`config.mk`:
```
export PLATFORM = sky130hd
export DESIGN_NAME = pulse_stretcher
export DESIGN_NICKNAME = d
export VERILOG_FILES = /design/src/rtl/pulse_stretcher.sv
export SDC_FILE = /design/constraint.sdc
export NUM_CORES = 1
export LEC_CHECK = 0
export CORE_AREA = 2 2 39 41
export DETAILED_ROUTE_END_ITERATION = 10
export DIE_AREA = 0 0 41 43
export PLACE_DENSITY_LB_ADDON = 0.12
export SYNTH_ARGS = -nofsm -noshare
export SYNTH_HDL_FRONTEND = slang
export SYNTH_SLANG_ARGS = --single-unit
export TNS_END_PERCENT = 50
```
`constraint.sdc`:
```
create_clock -name clk -period 1.9 [get_ports clk]
set_clock_uncertainty 0.1 [all_clocks]
set_input_delay 0.38 -clock clk [delete_from_list [all_inputs] [get_ports clk]]
set_output_delay 0.38 -clock clk [all_outputs]
set_load 0.005 [all_outputs]
```
`src/rtl/pulse_stretcher.sv`:
```
// Rising-edge triggered pulse stretcher: holds out/busy high for max(len,1) cycles, then pulses done.
// Optional PULSE_STRETCHER_QUEUE_EN (RETRIGGER=0 only) queues edges seen during a hold and replays them.
module pulse_stretcher #(
  parameter int unsigned WIDTH     = 8,
  parameter int unsigned RETRIGGER = 1
) (
  input  logic             clk,
  input  logic             reset,
  input  logic             in,
  input  logic [WIDTH-1:0] len,
  output logic             out,
  output logic             busy,
  output logic             done
);

`ifdef PULSE_STRETCHER_QUEUE_EN
  typedef enum logic [1:0] {IDLE, HOLD, GAP} state_t;

  localparam bit              QUEUE_ON = (RETRIGGER == 0);
  localparam int unsigned     PEND_W   = 4;
  localparam logic [PEND_W-1:0] PEND_MAX = '1;

  logic [PEND_W-1:0] pend_q, pend_d;
`else
  typedef enum logic {IDLE, HOLD} state_t;
`endif

  state_t           state_q, state_d;
  logic [WIDTH-1:0] cnt_q, cnt_d;
  logic             out_q, out_d;
  logic             busy_q, busy_d;
  logic             done_q, done_d;
  logic             in_q;
  logic             trig;
  logic [WIDTH-1:0] len_eff;

  assign trig    = in & ~in_q;
  assign len_eff = (len == '0) ? WIDTH'(1) : len;

  // Next-state and registered-output logic
  always_comb begin
    state_d = state_q;
    cnt_d   = cnt_q;
    out_d   = out_q;
    busy_d  = busy_q;
    done_d  = 1'b0;
`ifdef PULSE_STRETCHER_QUEUE_EN
    pend_d  = pend_q;
    if (QUEUE_ON && trig && (state_q != IDLE) && (pend_q != PEND_MAX)) begin
      pend_d = pend_q + PEND_W'(1);
    end
`endif
    case (state_q)
      IDLE: begin
        out_d  = 1'b0;
        busy_d = 1'b0;
        if (trig) begin
          state_d = HOLD;
          cnt_d   = len_eff;
          out_d   = 1'b1;
          busy_d  = 1'b1;
        end
      end
      HOLD: begin
        out_d  = 1'b1;
        busy_d = 1'b1;
        cnt_d  = cnt_q - WIDTH'(1);
        if (trig && (RETRIGGER != 0)) begin
          cnt_d = len_eff;
        end else if (cnt_q <= WIDTH'(1)) begin
`ifdef PULSE_STRETCHER_QUEUE_EN
          // A trig on the last cycle counts as pending too, so it is never stranded in IDLE.
          if (QUEUE_ON && ((pend_q != '0) || trig)) begin
            state_d = GAP;
            out_d   = 1'b0;
          end else begin
            state_d = IDLE;
            out_d   = 1'b0;
            busy_d  = 1'b0;
            done_d  = 1'b1;
          end
`else
          state_d = IDLE;
          out_d   = 1'b0;
          busy_d  = 1'b0;
          done_d  = 1'b1;
`endif
        end
      end
`ifdef PULSE_STRETCHER_QUEUE_EN
      GAP: begin
        state_d = HOLD;
        cnt_d   = len_eff;
        out_d   = 1'b1;
        busy_d  = 1'b1;
        pend_d  = trig ? pend_q : (pend_q - PEND_W'(1));
      end
`endif
      default: begin
        state_d = IDLE;
        out_d   = 1'b0;
        busy_d  = 1'b0;
      end
    endcase
  end

  always_ff @(posedge clk) begin
    if (reset) begin
      state_q <= IDLE;
      cnt_q   <= '0;
      out_q   <= 1'b0;
      busy_q  <= 1'b0;
      done_q  <= 1'b0;
      in_q    <= 1'b0;
`ifdef PULSE_STRETCHER_QUEUE_EN
      pend_q  <= '0;
`endif
    end else begin
      state_q <= state_d;
      cnt_q   <= cnt_d;
      out_q   <= out_d;
      busy_q  <= busy_d;
      done_q  <= done_d;
      in_q    <= in;
`ifdef PULSE_STRETCHER_QUEUE_EN
      pend_q  <= pend_d;
`endif
    end
  end

  assign out  = out_q;
  assign busy = busy_q;
  assign done = done_q;

endmodule

```
# Yosys cells after proc, flatten, opt, wreduce, memory -nomap -nowiden

Index checks and enable logic that the tools add are counted.

Register bits after elaboration: 11
Input port bits: 11
Output and inout port bits: 3
Logic and storage cells: 21

Add/subtract/negate cells: 1
Magnitude comparators: 1
Eq/ne operators: 1
Multiplexer cells: 9
Bitwise operators: 3
Reduce and logical (&&, ||, !) cells: 2

Operators by type and width:

| kind                  | count |
|---|---|
| $mux W8               | 3 |
| $pmux W8 S2           | 1 |
| $le A8 B1 Y1 const B  | 1 |
| $logic_not A8 Y1      | 1 |
| $sub A8 B1 Y8 const B | 1 |
| $mux W1               | 4 |
| $reduce_or A3 Y1      | 1 |
| $ne A2 B2 Y1 const B  | 1 |
| $not A1 Y1            | 2 |
| $pmux W1 S2           | 1 |
| $and A1 B1 Y1         | 1 |

# Longest topological paths before layout

Depth after elaboration: 4
Mapped depth: 6
Depth with buffers taken out: 6

# Least setup slack after synthesis

OpenSTA, ideal clock, no wires.

Path kind: flip-flop to flip-flop
Start point: reg cnt_q[0]
End point: reg cnt_q[6]
Setup time: 0.134 ns
Arrival: 1.210 ns
Required time: 1.666 ns
Slack: 0.456 ns
Cell stages (with the launch flop): 7
Path buffers: 0
Period minus slack after synthesis: 1.444 ns
Cell sequence: dfxtp_1 inv_1 ha_1 and4bb_1 nand2_1 xor2_1 a211oi_2

Longest elaborated chain between the ends: 3

Ends and longest elaborated chain:

| element                  | RTL line | source |
|---|---|---|
| start: declaration       | 29       | `logic [WIDTH-1:0] cnt_q, cnt_d;` |
| start signal: assignment | 120      | `cnt_q <= cnt_d;` |
| $sub A8 B1 Y8            | 67       | `cnt_d = cnt_q - WIDTH'(1);` |
| $mux W8                  | 68       | `if (trig && (RETRIGGER != 0)) begin` |
| $pmux W8 S2              | 53       | `case (state_q)` |

No other way between the ends.
A chain may end at the register's enable or synchronous reset.

# Final worst setup path

Start point: reg busy_q, in the netlist busy
End point: out busy

RTL lines:

| element                  | RTL line | source |
|---|---|---|
| start: declaration       | 31       | `logic busy_q, busy_d;` |
| start signal: assignment | 122      | `busy_q <= busy_d;` |
| end: declaration         | 12       | `output logic busy,` |

No word-level cell between the ends.

==> impl_metrics.toml <==
[sta]
period_minus_slack_ps = 1710
slew_violations = 0
fmax_mhz = 583
final_min_period_over_clock_period = 0.902
setup-tns-final_ps = 0
worst_pin_slew_ps = 266
setup_viol = 0
rsz0062_at_grt = "no"
hold_violations = 0
max_slew_margin = 0.821

[global_routing]
track_usage = 0.165
grt_max_degree = 12
grt_pass1_wl_um = 2000
grt_overflow_total = 0
grt_pass1_vias = 485
grt_antenna_before_repair = 0

[cts]
clock_path_buffers = 2
h-tree-depth = 1
clock_latency_ps = 260
cts-root-buf = "clkbuf_4"
cts_tree = "built"
clkTransAtPathRegs_ps = 70
cts_setup_buffers = 0
clock_sinks = 11
cts_buffers = 3

[drt]
drc = 0
wire_per_inst_um = 11.8
vias_per_cell = 5.24
routed_wirelength_um = 1150
first_pass_iters = 4
via_count = 514
dr.first_iter.drc_count = 10
final_antenna_net_count = 0

[power_and_ir_drop]
p_leak_nw = 0.277
peakVddDrop_mv = 0.369
fin_total_pwr_uw = 577
power_density_nw_per_um2 = 751

[critical_path]
arrival_ps = 1230
crit_type = "reg -> out"
slowest_stage = "clkdlybuf4s50_1"
path_cells = "clkdlybuf4s50_1"
path_buf_inv = 1
endpoint_kind = "output port"
cp_slowest_stage_delay_ps = 530
cp_top_family = "buffers and inverters"
crit_required_ps = 1420
cp-start-kind = "register"
worstPathMaxFanout = 11

[synthesis]
ys.flop_type = "dfxtp_1"
synth_top_area_share = 0.370
synthArstFlopShare = 0
synth_cell_types = 26
yosysMostFrequentCell = "dfxtp_1"
synth_area_leader_cell = "dfxtp_1"
ys_top_cells_by_area = "dfxtp_1 37%, a211oi_1 6.3%, xor2_1 5.9%, nor2_1 5.7%, xnor2_1 4.4%"
synthCells = 66
syn_area_per_cell_um2 = 9.02
yosysWarnings = 0
synth.yosys.seq_area_share = 0.370
synth.ff_latch_count = 11
netlist_area_um2 = 596
syn-num-nets = 79
synth_edf_count = 0
synthTopCellsByCount = "11 x dfxtp_1, 9 x nor2_1, 6 x nand2_1, 5 x a211oi_1, 4 x xor2_1"

[status]
status = "complete, no violations"

[cells_and_area]
fin_nets = 96
fin_area_um2 = 768
areaGrowthSynthToFinish_pct = 29.0
drive_gt1_frac = 0.122
insertedDiodeCount = 0
fin_util = 0.555

[worst_hold_path]
hold_path_class = "reg -> reg"

[place]
dp_hpwl_um = 852
gp_congestion = 0.784
port-buffer-count = 13
dpl-instance-area_um2 = 741

[floorplan]
die_w_um = 41
core_area_um2 = 1380
start_util = 0.430
io_pins = 14
fp.dieH_um = 43
die_area_um2 = 1760
num_rows = 14

[job]
maxCapViolCount = 0
-- final cells by class --
type	count	area, µm²
fill	135	616
clock buffer	4	26.3
timing repair buffer	16	153
tap	16	20.0
sequential	11	221
inverter	2	7.51
multi-input combinational	49	340
-- path summary, 6_finish.rpt --
| check | startpoint | to | slack, ps | depth (start not counted) |
|---|---|---|---|---|
| worst max-delay path | busy | busy | 190 | 1 |
| worst min-delay path | cnt_q[7] | done | 400 | 1 |
| worst max register to register | cnt_q[0] | cnt_q[6] | 370 | 6 |
| worst min register to register | cnt_q[7] | done | 400 | 1 |
-- sequential cells by signal, summed over array words and instances, names as in the netlist --
signal / cells
done: 1
in_q: 1
busy: 1
cnt_q: 8
-- per-stage QoR --
stage               worst slack, ps  hold WS [ps]  cells
global placement                253           387     94
finish                          186           402     98
detailed placement              251           386     94
CTS                            28.4           403     98
global route                    126           422     98
floorplan                       456           355     66
-- report_power, final --
part / internal, mW / switching (mW) / leakage, nW
sequential: 0.252 / 0.0276 / 0.0914
combinational: 0.0777 / 0.0589 / 0.171
clock: 0.0811 / 0.0795 / 0.0150
total: 0.411 / 0.166 / 0.277
-- cells in the final DEF, fill, tap and decap left out --
cell type / count
buf_4: 3
nor4_1: 2
o211ai_1: 1
nand4_1: 1
dfxtp_2: 1
clkbuf_4: 3
o22ai_1: 1
a211oi_2: 2
clkbuf_1: 1
nor2b_1: 2
o31ai_1: 1
xor2_1: 4
inv_1: 2
dfxtp_1: 10
clkdlybuf4s50_1: 13
a21oi_1: 3
nand2b_1: 1
ha_1: 2
nor3_1: 2
nor3b_1: 1
a211oi_1: 5
and4bb_1: 1
xnor2_1: 3
nand3b_1: 1
nor2_1: 9
nand2_1: 6
nor4b_4: 1
-- what timing repair did --
item | in CTS | in global routing
endpoints found under the setup margin | 0 | 2
hold buffers | 0 | 0
resized for setup | 0 | 1
hold endpoints to repair | 0 | 0
-- cell families after synthesis --
logic type / share of synthesized area
AO/OA/AOI/OAI: 0.166
XOR/XNOR: 0.103
AND/OR/NAND/NOR: 0.261
flip-flops: 0.370
adder cells (fa/ha/maj): 0.0420
buffers and inverters: 0.0588
-- metal layers --
layer | up-vias | track usage | share of wire
met5 | - | 0 | 0
met4 | 0 | 0.0800 | 0.0078
met3 | 2 | 0.0314 | 0.035
met2 | 10 | 0.225 | 0.47
met1 | 237 | 0.242 | 0.49
li1 | 265 | - | -
Power figures use the tool's default switching activity.
